**config.mk**
```make
export PLATFORM = sky130hd
export DESIGN_NAME = ro_burst_scheduler
export DESIGN_NICKNAME = d
export VERILOG_FILES = /design/src/rtl/ro_burst_scheduler.sv
export SDC_FILE = /design/constraint.sdc
export NUM_CORES = 1
export LEC_CHECK = 0
export BUFFER_PORTS_ARGS = -buffer_cell sky130_fd_sc_hd__buf_2
export CAP_MARGIN = 20
export CORE_ASPECT_RATIO = 0.6
export CORE_MARGIN = 2
export CORE_UTILIZATION = 64
export DETAILED_ROUTE_END_ITERATION = 16
export GPL_TIMING_DRIVEN = 0
export PLACE_DENSITY = 0.93
export SKIP_LAST_GASP = 1
export SYNTH_ARGS = -nofsm -noshare
export SYNTH_HDL_FRONTEND = slang
export SYNTH_SLANG_ARGS = --single-unit
```
**constraint.sdc**
```tcl
create_clock -name clk_main_a0 -period 13.3 [get_ports clk_main_a0]
set_clock_uncertainty 0.05 [all_clocks]
set_input_delay 1.995 -clock clk_main_a0 [delete_from_list [all_inputs] [get_ports clk_main_a0]]
set_output_delay 1.995 -clock clk_main_a0 [all_outputs]
set_load 0.02 [all_outputs]
```
**src/rtl/ro_burst_scheduler.sv**
```systemverilog
// ro_burst_scheduler: register-programmed ring-oscillator burst sequencer (ramp, hold, off, repeat).
// Define RO_ACTIVITY_CNT_EN to add the 48-bit bank-cycle activity counter at 0x618/0x61C.
module ro_burst_scheduler #(
   parameter int          NUM_RO     = 8,
   parameter logic [31:0] CTRL_ADDR  = 32'h0000_0600,
   parameter logic [31:0] ON_ADDR    = 32'h0000_0604,
   parameter logic [31:0] OFF_ADDR   = 32'h0000_0608,
   parameter logic [31:0] BURST_ADDR = 32'h0000_060C,
   parameter logic [31:0] MASK_ADDR  = 32'h0000_0610,
   parameter logic [31:0] STAT_ADDR  = 32'h0000_0614,
   parameter int          RAMP_STEP  = 16
) (
   input  logic              clk_main_a0,
   input  logic              rst_main,
   input  logic              wready,
   input  logic [31:0]       wr_addr,
   input  logic [31:0]       wdata,
   input  logic              arvalid_q,
   input  logic [31:0]       araddr_q,
   input  logic              rready,
   output logic              rvalid,
   output logic [31:0]       rdata,
   output logic [1:0]        rresp,
   output logic [NUM_RO-1:0] ro_en,
   output logic              busy,
   output logic              burst_done
);
   typedef enum logic [1:0] {IDLE = 2'd0, RAMP = 2'd1, ON = 2'd2, OFF = 2'd3} state_t;
   state_t state, state_n;
   logic [31:0] on_cycles, off_cycles, on_l, on_l_n, off_l, off_l_n, cnt, cnt_n, on_m1, off_m1, rd_mux;
   logic [15:0] burst_count, bursts_done, bursts_done_n;
   logic [NUM_RO-1:0] bank_mask, mask_l, mask_l_n, ro_en_n, pend, next_bit, ramp_en;
   logic cont, err_start, err_start_n, burst_done_n, wr_ctrl, start, stop, start_ok, accept, enter;

`ifdef RO_ACTIVITY_CNT_EN
   localparam int PW = $clog2(NUM_RO + 1);
   localparam logic [31:0] ACT_LO_ADDR = 32'h0000_0618;
   localparam logic [31:0] ACT_HI_ADDR = 32'h0000_061C;
   logic [47:0] act;
   logic [48:0] act_sum;
   logic [PW-1:0] pop;
   always_comb begin
      pop = '0;
      for (int i = 0; i < NUM_RO; i++) pop = pop + PW'(ro_en[i]);
   end
   assign act_sum = {1'b0, act} + 49'(pop);
   always_ff @(posedge clk_main_a0 or posedge rst_main)
      if (rst_main) act <= '0;
      else act <= accept ? '0 : act_sum[48] ? '1 : act_sum[47:0];
`endif

   // Stop outranks start when both bits arrive in one write.
   assign wr_ctrl  = wready && wr_addr == CTRL_ADDR;
   assign stop     = wr_ctrl && wdata[1];
   assign start    = wr_ctrl && wdata[0] && !wdata[1];
   assign start_ok = on_cycles != '0 && bank_mask != '0 && (burst_count != '0 || wdata[2]);
   assign accept   = start && start_ok && state == IDLE;
   assign on_m1    = on_l == '0 ? '0 : on_l - 32'd1;
   assign off_m1   = off_l == '0 ? '0 : off_l - 32'd1;
   assign pend     = mask_l & ~ro_en;
   assign next_bit = pend & -pend;
   assign ramp_en  = ro_en | next_bit;
   assign busy     = state != IDLE;
   assign rresp    = 2'b00;

   always_ff @(posedge clk_main_a0 or posedge rst_main)
      if (rst_main) begin
         cont        <= 1'b0;
         on_cycles   <= '0;
         off_cycles  <= '0;
         burst_count <= '0;
         bank_mask   <= '0;
      end else if (wready) begin
         if (wr_addr == CTRL_ADDR)  cont        <= wdata[2];
         if (wr_addr == ON_ADDR)    on_cycles   <= wdata;
         if (wr_addr == OFF_ADDR)   off_cycles  <= wdata;
         if (wr_addr == BURST_ADDR) burst_count <= wdata[15:0];
         if (wr_addr == MASK_ADDR)  bank_mask   <= wdata[NUM_RO-1:0];
      end

   // The edge that enables the last masked bank also enters ON.
   always_comb begin
      state_n       = state;
      ro_en_n       = ro_en;
      cnt_n         = cnt;
      mask_l_n      = mask_l;
      on_l_n        = on_l;
      off_l_n       = off_l;
      bursts_done_n = bursts_done;
      burst_done_n  = 1'b0;
      err_start_n   = err_start;
      enter         = 1'b0;
      case (state)
         IDLE: if (start) begin
            err_start_n = !start_ok;
            enter       = accept;
            if (accept) bursts_done_n = '0;
         end
         RAMP: if (pend == '0 || (cnt == '0 && ramp_en == mask_l)) begin
            state_n = ON;
            ro_en_n = mask_l;
            cnt_n   = on_m1;
         end else if (cnt == '0) begin
            ro_en_n = ramp_en;
            cnt_n   = 32'(RAMP_STEP - 1);
         end else cnt_n = cnt - 32'd1;
         ON: if (cnt == '0) begin
            state_n       = OFF;
            ro_en_n       = '0;
            burst_done_n  = 1'b1;
            cnt_n         = off_m1;
            bursts_done_n = bursts_done == 16'hFFFF ? bursts_done : bursts_done + 16'd1;
         end else cnt_n = cnt - 32'd1;
         OFF: if (cnt != '0) cnt_n = cnt - 32'd1;
            else if (cont || bursts_done < burst_count) enter = 1'b1;
            else state_n = IDLE;
      endcase
      if (enter) begin
         state_n  = RAMP;
         mask_l_n = bank_mask;
         on_l_n   = on_cycles;
         off_l_n  = off_cycles;
         ro_en_n  = bank_mask & -bank_mask;
         cnt_n    = 32'(RAMP_STEP - 1);
      end
      if (stop) begin
         state_n = IDLE;
         ro_en_n = '0;
      end
   end

   always_ff @(posedge clk_main_a0 or posedge rst_main)
      if (rst_main) begin
         state       <= IDLE;
         ro_en       <= '0;
         cnt         <= '0;
         mask_l      <= '0;
         on_l        <= '0;
         off_l       <= '0;
         bursts_done <= '0;
         burst_done  <= 1'b0;
         err_start   <= 1'b0;
      end else begin
         state       <= state_n;
         ro_en       <= ro_en_n;
         cnt         <= cnt_n;
         mask_l      <= mask_l_n;
         on_l        <= on_l_n;
         off_l       <= off_l_n;
         bursts_done <= bursts_done_n;
         burst_done  <= burst_done_n;
         err_start   <= err_start_n;
      end

   always_comb begin
      rd_mux = 32'hDEAD_BEEF;
      case (araddr_q)
         CTRL_ADDR:   rd_mux = {29'b0, cont, 2'b00};
         ON_ADDR:     rd_mux = on_cycles;
         OFF_ADDR:    rd_mux = off_cycles;
         BURST_ADDR:  rd_mux = {16'b0, burst_count};
         MASK_ADDR:   rd_mux = 32'(bank_mask);
         STAT_ADDR:   rd_mux = {state, err_start, 13'b0, bursts_done};
`ifdef RO_ACTIVITY_CNT_EN
         ACT_LO_ADDR: rd_mux = act[31:0];
         ACT_HI_ADDR: rd_mux = {16'b0, act[47:32]};
`endif
         default:     rd_mux = 32'hDEAD_BEEF;
      endcase
   end

   // A request arriving while a response is pending is dropped.
   always_ff @(posedge clk_main_a0 or posedge rst_main)
      if (rst_main) begin
         rvalid <= 1'b0;
         rdata  <= '0;
      end else if (rvalid) begin
         if (rready) begin
            rvalid <= 1'b0;
            rdata  <= '0;
         end
      end else if (arvalid_q) begin
         rvalid <= 1'b1;
         rdata  <= rd_mux;
      end
endmodule

```
# Word level (Yosys, flattened, before mapping)
# Index checks and enable logic that the tools add are counted.
[op_classes]
mux = 39
addsub = 6
reduce_logical = 40
magnitude_cmp = 1
n_bitwise = 5
n_eq_ne = 27
[ops]
columns = ["cell", "count"]
rows = [
  ["32-bit by 11-bit == test with 1-bit output (second input constant)", 11],
  ["32-bit 2-to-1 mux", 10],
  ["32-bit one-hot mux with 6 select lines", 1],
  ["32-bit zero test", 3],
  ["32-bit one-hot mux with 3 select lines", 1],
  ["32-bit by 1-bit subtractor with 32-bit output (second input constant)", 3],
  ["16-bit 2-to-1 mux", 4],
  ["32-bit nonzero test", 2],
  ["8-bit 2-to-1 mux", 5],
  ["16-bit one-hot mux with 2 select lines", 1],
  ["8-bit bitwise AND", 3],
  ["16-bit by 1-bit adder with 16-bit output (second input constant)", 1],
  ["16-bit == test (second input constant)", 1],
  ["16-bit less-than comparator", 1],
  ["4-bit != test (second input constant)", 4],
  ["8-bit negation", 2],
  ["8-bit one-hot mux with 2 select lines", 1],
  ["2-bit AND reduction", 8],
  ["16-bit nonzero test", 1],
  ["2-bit 2-to-1 mux", 6],
  ["2-bit != test (second input constant)", 5],
  ["5-bit AND reduction", 2],
  ["1-bit logical AND", 9],
  ["8-bit == test", 1],
  ["other kinds (18)", 32],
]
[word_totals]
regBits = 254
output_inout_bits = 45
word_cells = 134

# Longest topological paths before layout
# Gate-level depths: netlist (run 1).
[logic_depth]
ltp_word = 12
mapped_depth = 13
ltp_nobuf = 11

# Worst setup path before layout (run 1)
# No wires, ideal clock.
[synth_path]
path_type = "input-to-reg"
from = "in wr_addr[26]"
to = "reg bursts_done[7]"
stages = 8
setup_ns = 0.137
required_time_ns = 13.113
setup_slack_ns = 8.590
t_arrival_ns = 4.523
cell_sequence = "or4_1 or4_1 or4_1 o2bb2ai_2 a2111oi_4 nand4_1 xor2_1 nor2_1"
[synth_via]
elab_chain_len = 8
elab_cells_between_ends = 9
[synth_lines]
columns = ["element", "line", "text"]
rows = [
  ["start: declaration", "16", "input logic [31:0] wr_addr,"],
  ["32-bit by 11-bit == test with 1-bit output (*)", "53", "assign wr_ctrl = wready && wr_addr == CTRL_ADDR;"],
  ["1-bit logical AND (*)", "53", ""],
  ["1-bit logical AND (*) (2 in series)", "55", "assign start = wr_ctrl && wdata[0] && !wdata[1];"],
  ["1-bit logical AND (2 in series)", "57", "assign accept = start && start_ok && state == IDLE;"],
  ["2-bit != test (no source line)", "n/a", ""],
  ["5-bit AND reduction (no source line) (*)", "n/a", ""],
  ["end signal: assignment", "150", "bursts_done <= bursts_done_n;"],
  ["end: declaration", "31", "logic [15:0] burst_count, bursts_done, bursts_done_n;"],
]
# Mark *: on every way between the ends. The rest lies on a longest branch, timed or not.
# A chain may end at the register's enable or synchronous reset.

# Worst setup path in the final report (run 1)
[layout_path]
from = "in wr_addr[8]"
to = "reg off_l[0]"
[layout_via]
elab_chain_len = 8
[layout_lines]
columns = ["element", "line", "text"]
rows = [
  ["32-bit by 11-bit == test with 1-bit output (*)", "53", ""],
  ["1-bit logical AND (*)", "53", ""],
  ["1-bit logical AND (*) (2 in series)", "55", ""],
  ["1-bit logical AND (2 in series)", "57", ""],
  ["1-bit 2-to-1 mux (*)", "94", "IDLE: if (start) begin"],
  ["1-bit one-hot mux with 2 select lines (*)", "93", "case (state)"],
  ["end signal: assignment", "149", "off_l <= off_l_n;"],
  ["end: declaration", "30", "logic [31:0] on_cycles, off_cycles, on_l, on_l_n, off_l, off_l_n, cnt, cnt_n, on_m1, off_m1, rd_mux;"],
]
# Marked as above.

==> Implementation_results.wiki, run 1 <==
{| class="wikitable"
! Metric !! Value
|-
| Avg Vias per Cell || 6.93
|-
| I/O pin count || 146
|-
| Initial cell density of the core || roughly two thirds
|-
| Number of antenna violations at the first check in global routing || 1
|-
| Post-cts resize count || 0
|-
| Final Cycle Share || between 40% and 50%
|-
| Actual slew at the worst max-slew pin || roughly 1.1 ns
|-
| Synthesized instance count || 1517
|-
| Vertical die dimension || 120 µm
|-
| Count of cells along the worst hold path || 2
|-
| Area used by multi-input combinational logic || 7440 µm²
|-
| Crit path time final || around 5.4 ns
|-
| WP data required || 13.70 ns
|-
| Number of global-route vias before repair || about 13000
|-
| IO buf count || about 140
|-
| Share of synthesized registers carrying an async set or reset || 100%
|-
| Clock insertion delay at the later pin of the skew report || roughly 0.56 ns
|-
| Clock tree sinks || roughly 250
|-
| Post-placement setup slack || 7.56 ns
|-
| HPWL reported at the end of detailed placement || around 36000 µm
|-
| Via count of the routed design || about 14000
|-
| Global route total overflow || 0
|-
| Setup TNS || 0 ns
|-
| Outcome || finished clean
|-
| Met3 Use GR || about 15%
|-
| WL/cell || 24.6 µm
|-
| Worst reg-to-reg path cell count || 13
|-
| Clock tree from TritonCTS || yes
|-
| Fmax achieved || 186 MHz
|-
| Library cell used as clock root buffer || sky130_fd_sc_hd__clkbuf_16
|-
| Antenna-violating nets left || 0
|-
| Commonest cells after routing, fill and taps aside || 291 x sky130_fd_sc_hd__nand2_1, 254 x sky130_fd_sc_hd__dfrtp_1, 145 x sky130_fd_sc_hd__buf_2, 89 x sky130_fd_sc_hd__mux2_2, 87 x sky130_fd_sc_hd__nor2_1
|-
| Setup violations, final || 0
|-
| Type of the most critical hold path || flip-flop to flip-flop
|-
| DRT Wirelength || between 40000 and 50000 µm
|-
| Data arrival time of the critical path || slightly below 6 ns
|-
| Die width || between 150 and 200 µm
|-
| Final Hold Viols || 0
|-
| Proportion of layout cells with a drive suffix above 1 || 17.4%
|-
| Tot GR Track Use || between 40% and 50%
|-
| Final #Nets || around 1800
|-
| Chain of cells forming the critical path || buf_2 -> nor4bb_1 -> nand4_1 -> or4_1 -> nor2_1 -> nand4_1 -> a21oi_1 -> clkbuf_1 -> clkbuf_1 -> nand2_1 -> o21ai_0
|-
| Sequential area share after synthesis || between 40% and 50%
|-
| Met1 global-route usage || between 60% and 70%
|-
| Number of buffers inserted during clock tree synthesis || 24
|-
| Setup ws final || roughly 7.9 ns
|-
| Number of buffers inserted for hold repair after clock tree synthesis || 0
|-
| Final GP Congestion || 1.00
|-
| Power per standard cell area || between 100 and 150 nW/µm²
|-
| Most common flop cell mapped by yosys || sky130_fd_sc_hd__dfrtp_1
|-
| Count of filler cells inserted in the layout || 1549
|-
| Type of the setup path with the least slack || primary input to flip-flop
|-
| Count of state elements after synthesis || 254
|-
| Final design area excluding fillers || 16200 µm²
|-
| Met2 track demand over resource in global routing || 60.5%
|-
| Longest Clk Path Bufs || 3
|-
| Peak supply drop || between 0.1 and 0.15 mV
|-
| Slew margin rel. || between 20% and 30%
|-
| Floorplan die area || ~24000 µm²
|-
| Leak pwr || roughly 8.1 nW
|-
| Syn-to-layout area delta || 13.4%
|-
| Standard cell area after detailed placement || between 15000 and 20000 µm²
|-
| Mapped Avg Cell Area || roughly 9.4 µm²
|-
| TritonRoute pass-1 iters || 5
|-
| Synth warn || 0
|-
| Crit path launch type || primary input
|-
| Register cell area after layout || 6360 µm²
|-
| Slowest stage cell, crit path || sky130_fd_sc_hd__a21oi_1
|-
| Most used routing layer in global routing || met1
|-
| Count of pins over their slew limit || 0
|-
| Number of violations reported at the end of detailed-routing iteration 0 || around 1900
|-
| Max stage delay on crit path || just over 0.6 ns
|-
| Syn Std Cell Area || around 14000 µm²
|-
| Synth cell types || 73
|-
| First-pass GRT wire length || 75900 µm
|-
| Leading cell type in the layout, fill and taps excluded || sky130_fd_sc_hd__nand2_1
|-
| Endpoint type of the worst setup path || flip-flop
|-
| H-tree depth || 1
|-
| FP Rows || 42
|-
| Number of buffers inserted by post-CTS setup repair || 0
|-
| Maximum Capacitance Violations || 0
|-
| Setup repair after global routing missed its margin || false
|-
| EDFF count, synth || 0
|-
| Maximum number of pins on one net before global-route repair || 130
|-
| Reg clk slew, reported paths || ~0.070 ns
|-
| Crit-path max FO || 10
|-
| Core area || ~22000 µm²
|-
| Count of unresolved DRC violations after routing || 0
|}
-- per-layer routing --
metal | vias to the layer above | wire [µm]
met5 | - | 13
met4 | 2 | 1350
met3 | 152 | 7790
met2 | 1111 | 20300
met1 | 6694 | 19500
li1 | 5835 | -
-- critical path, delay by kind of cell --
kind                   cells  cell delay, ns
AND/OR/NAND/NOR            6            1.87
buffers and inverters      3            1.18
AO/OA/AOI/OAI              2            0.72
-- cells in the mapped netlist, drive strengths merged (6+ instances only) --
cell type,n,area [µm²]
nand2,291,1090
dfrtp,254,6360
mux2,89,1000
nor2,87,327
o21ai,78,390
clkbuf,61,230
a21oi,58,290
nor4,49,319
xnor2,49,437
nor3,42,215
xor2,41,359
inv,37,139
mux2i,34,340
o221ai,34,298
nand3,33,165
ha,25,313
a32o,20,200
or3,19,129
or4,19,154
nand4,15,93.8
buf,14,80.1
nand2b,13,81.3
a22o,12,105
a22oi,12,90.1
and3,12,75.1
a221oi,11,96.3
and2,10,66.3
o22ai,10,62.6
a31oi,9,56.3
nor2b,8,50.1
o21a,6,45.0
o31ai,6,45.0
-- logic make-up (layout without fill, tap and decap cells) --
kind of cell,count (synthesis),count (layout),synth area share (%)
adder cells (fa/ha/maj),27,27,2.34
flip-flops,254,254,44.6
XOR/XNOR,90,90,5.59
AND/OR/NAND/NOR,621,621,20.8
buffers and inverters,112,298,3.15
other,1,3,0.0263
AO/OA/AOI/OAI,288,288,13.9
multiplexers,124,124,9.58
-- layout make-up --
type	instances	area share, %
clock buffer	38	4.48
sequential	254	39.3
antenna	1	0.0155
buffer	75	1.92
clock inverter	6	0.496
multi-input combinational	1152	46.1
timing repair buffer	142	4.54
tap	286	2.22
inverter	37	0.906
-- state kept, by name, summed over array words and instances, names as in the netlist, 16 cells and up --
name         count
on_l            32
off_l           32
bursts_done     16
cnt             32
rdata           32
burst_count     16
on_cycles       32
off_cycles      32
-- worst paths after layout --
path / startpoint / endpoint / slack (ns)
min in group asynchronous: rst_main / rdata[15]$_DFFE_PP0P_ / 1.58
max in group asynchronous: rst_main / cnt[14]$_DFFE_PP0P_ / 10.48
min reg2reg: cnt[21]$_DFFE_PP0P_ / cnt[21]$_DFFE_PP0P_ / 0.43
max reg2reg: cnt[0]$_DFFE_PP0P_ / off_l[0]$_DFFE_PP0N_ / 9.04
max: wr_addr[8] / off_l[0]$_DFFE_PP0N_ / 7.93
min: cnt[21]$_DFFE_PP0P_ / cnt[21]$_DFFE_PP0P_ / 0.43
-- where the power goes --
part           switching [mW]  internal [mW]
combinational          0.0727         0.0352
sequential             0.0108          0.788
clock                   0.317          0.395
-- metrics by stage --
step	utilization (%)	cells	power, mW	hold slack, ns
final	73.5	1991	1.62	0.427
after global routing	73.5	1990	1.66	0.466
after CTS	73.5	1990	1.62	0.433
after detailed placement	69.9	1946	0.919	0.411
after global placement	69.7	1945	0.914	0.408
after floorplan	-	1518	0.868	0.389
No activity file was read; power rests on OpenSTA's default activity.
==> run 2: changes to the inputs <==
--- a/config.mk
+++ b/config.mk
@@ -9,10 +9,10 @@
 export CAP_MARGIN = 20
 export CORE_ASPECT_RATIO = 0.6
 export CORE_MARGIN = 2
-export CORE_UTILIZATION = 64
+export CORE_UTILIZATION = 54
 export DETAILED_ROUTE_END_ITERATION = 16
 export GPL_TIMING_DRIVEN = 0
-export PLACE_DENSITY = 0.93
+export PLACE_DENSITY = 0.84
 export SKIP_LAST_GASP = 1
 export SYNTH_ARGS = -nofsm -noshare
 export SYNTH_HDL_FRONTEND = slang
==> constraint.sdc (replaced) <==
create_clock -name clk_main_a0 -period 4.4 [get_ports clk_main_a0]
set_clock_uncertainty 0.05 [all_clocks]
set_input_delay 0.66 -clock clk_main_a0 [delete_from_list [all_inputs] [get_ports clk_main_a0]]
set_output_delay 0.66 -clock clk_main_a0 [all_outputs]
set_load 0.02 [all_outputs]
==> Implementation_results.wiki, run 2 (synthesis results as in run 1) <==
{| class="wikitable"
! Metric !! Value
|-
| H-tree depth || 1
|-
| Global route total overflow || 0
|-
| Final #Nets || around 1800
|-
| Slowest stage cell, crit path || sky130_fd_sc_hd__a2bb2oi_1
|-
| Type of the setup path with the least slack || flip-flop to flip-flop
|-
| Cell repeated most along the worst path || sky130_fd_sc_hd__clkbuf_1
|-
| Reg-to-Reg End || cnt[1]$_DFFE_PP0P_
|-
| Setup repair after global routing missed its margin || false
|-
| Count of unresolved DRC violations after routing || 0
|-
| TritonRoute pass-1 iters || 6
|-
| Type of the most critical hold path || primary input to async pin
|-
| Relative contribution of the clock network to total power || between 40% and 50%
|-
| WL/cell || roughly 23 µm
|-
| Number of cells in the design after placement || about 2000
|-
| Outcome || finished clean
|-
| Antenna Cells || 0
|-
| Number of buffers inserted by post-CTS setup repair || 0
|-
| Power per standard cell area || around 320 nW/µm²
|-
| Endpoint type of the worst setup path || flip-flop
|-
| Internal || 3.98 mW
|-
| Number of buffers inserted during clock tree synthesis || 24
|-
| Avg Vias per Cell || ~6.5
|-
| DRT Wirelength || approximately 48000 µm
|-
| Final Cycle Share || 95.6%
|-
| Antenna-violating nets left || 0
|-
| Relative contribution of sequential cells to total power || a little under half
|-
| Tot GR Track Use || about a third
|-
| HPWL reported at the end of detailed placement || around 36000 µm
|-
| Number of global-route vias before repair || 12200
|-
| Setup ws final || about 0.19 ns
|-
| Worst reg-to-reg path cell count || 11
|-
| Commonest cells after routing, fill and taps aside || 291 x sky130_fd_sc_hd__nand2_1, 254 x sky130_fd_sc_hd__dfrtp_1, 145 x sky130_fd_sc_hd__buf_2, 89 x sky130_fd_sc_hd__mux2_2, 87 x sky130_fd_sc_hd__nor2_1
|-
| Peak supply drop || around 0.34 mV
|-
| Count of filler cells inserted in the layout || 2044
|-
| Die width || 214 µm
|-
| Switching Share || around a quarter
|-
| Count of pins over their slew limit || 0
|-
| Crit path time final || 4.21 ns
|-
| Combinational share of power || about 6.4%
|-
| Power Total || 5.20 mW
|-
| Via count of the routed design || between 10000 and 15000
|-
| IO buf count || between 100 and 150
|-
| Final Hold Viols || 0
|-
| Worst slack on hold paths || just under 0.2 ns
|-
| Clock tree from TritonCTS || yes
|-
| Fmax achieved || 238 MHz
|-
| Crit-path max FO || 10
|-
| Initial cell density of the core || between 50% and 60%
|-
| Core area || around 26000 µm²
|-
| First-pass GRT wire length || about 72000 µm
|-
| Post-placement setup slack || between 0.09 and 0.1 ns
|-
| Reg clk slew, reported paths || ~0.070 ns
|-
| Chain of cells forming the critical path || inv_1 -> ha_1 -> nand4_1 -> or3_1 -> or4_1 -> a41o_1 -> a2bb2oi_1 -> and2_1 -> clkbuf_1 -> clkbuf_1 -> a22oi_1
|-
| Setup violations, final || 0
|-
| Crit path launch type || flip-flop
|-
| I/O pin count || 146
|-
| Proportion of layout cells with a drive suffix above 1 || between 15 and 20%
|-
| Library cell used as clock root buffer || sky130_fd_sc_hd__clkbuf_16
|-
| Reg-to-Reg Start || burst_count[11]$_DFFE_PP0P_
|-
| Number of violations reported at the end of detailed-routing iteration 0 || ~2000
|-
| Data arrival time of the critical path || between 4 and 5 ns
|-
| Vertical die dimension || 130 µm
|-
| Maximum number of pins on one net before global-route repair || 46
|-
| FP Rows || 45
|-
| Clock insertion delay at the later pin of the skew report || between 0.5 and 0.6 ns
|-
| Leak pwr || just over 8 nW
|-
| Syn-to-layout area delta || 15.5%
|-
| Area used by multi-input combinational logic || 7450 µm²
|-
| Floorplan die area || ~28000 µm²
|-
| Register cell area after layout || about 6400 µm²
|-
| Actual slew at the worst max-slew pin || roughly 0.88 ns
|-
| WP data required || 4.76 ns
|-
| Final GP Congestion || between 0.9 and 1
|-
| Number of antenna violations at the first check in global routing || 0
|-
| Leading cell type in the layout, fill and taps excluded || sky130_fd_sc_hd__nand2_1
|-
| Maximum Capacitance Violations || 0
|-
| Longest Clk Path Bufs || 3
|-
| Slew margin rel. || around two fifths
|-
| Max stage delay on crit path || 0.53 ns
|-
| Final standard cell count with taps included and fillers excluded || between 2000 and 2500
|-
| R2r setup slk || between 0.15 and 0.2 ns
|-
| Clock tree sinks || 254
|-
| Net switching power of the design || between 1 and 1.5 mW
|-
| Share of the core filled with cells || about 64%
|}
## run 2: cell count changes in the layout (fill, tap and decap cells not counted), sizes merged
cell / change
clkinv: -3
clkinvlp: +1
bufinv: +6
buf: +5
diode: -1
inv: -1
clkbuf: -2
## run 2: stage by stage
stage / instance area (µm²) / setup TNS [ns]
global placement: 15400 / -277.83
finish: 16500 / 0
global route: 16500 / 0
detailed placement: 15500 / 0
floorplan: 14300 / 0
CTS: 16400 / 0
## run 2: per-layer routing
metal | part of all wire (%) | vias up | track usage [%]
met3 | 16 | 100 | 12.5
met2 | 39 | 928 | 46.8
li1 | - | 5826 | -
met5 | 0 | - | 0
met1 | 43 | 6499 | 53.6
met4 | 2.0 | 0 | 6.21
## run 2: repair_timing
| item | CTS | global route |
|---|---|---|
| gates resized for setup | 0 | 2 |
| setup endpoints to repair | 0 | 12 |
| hold buffers | 0 | 0 |
## run 2: how the worst max path moves through the flow
stage	from	endpoint	slack, ns
floorplan	rst_main	bank_mask[0]$_DFFE_PP0P_	0.35
global placement	rst_main	cnt[16]$_DFFE_PP0P_	-1.12
detailed placement	wr_addr[12]	mask_l[3]$_DFFE_PP0N_	0.1
CTS	cnt[0]$_DFFE_PP0P_	mask_l[3]$_DFFE_PP0N_	0.29
global route	burst_count[11]$_DFFE_PP0P_	cnt[1]$_DFFE_PP0P_	0.12
finish	burst_count[11]$_DFFE_PP0P_	cnt[1]$_DFFE_PP0P_	0.19
## run 2: final cells by class
type	instances	share of cell area (%)
multi-input cells	1152	45.3
flip-flops and latches	254	38.6
repair buffers	148	5.06
clock buffers	35	4.08
well taps	352	2.68
plain buffers	75	1.89
clock inverters	9	1.49
inverters	37	0.867
## run 2: worst max-delay path: cells and delay by family, from the launching register on
kind,cells,cell delay (ns)
buffers and inverters,3,0.99
adders and majority gates,1,0.33
and+or+nand+nor,4,1.16
DFF,1,0.46
AOI/OAI and AO/OA,3,1.06
## run 2: power by group through the flow
stage	sequential, mW	clock [mW]	combinational (mW)
after floorplan	2.51	0	0.111
after global placement	2.46	0	0.311
after detailed placement	2.46	0	0.331
after CTS	2.42	2.44	0.334
after global routing	2.42	2.54	0.362
final	2.42	2.45	0.333
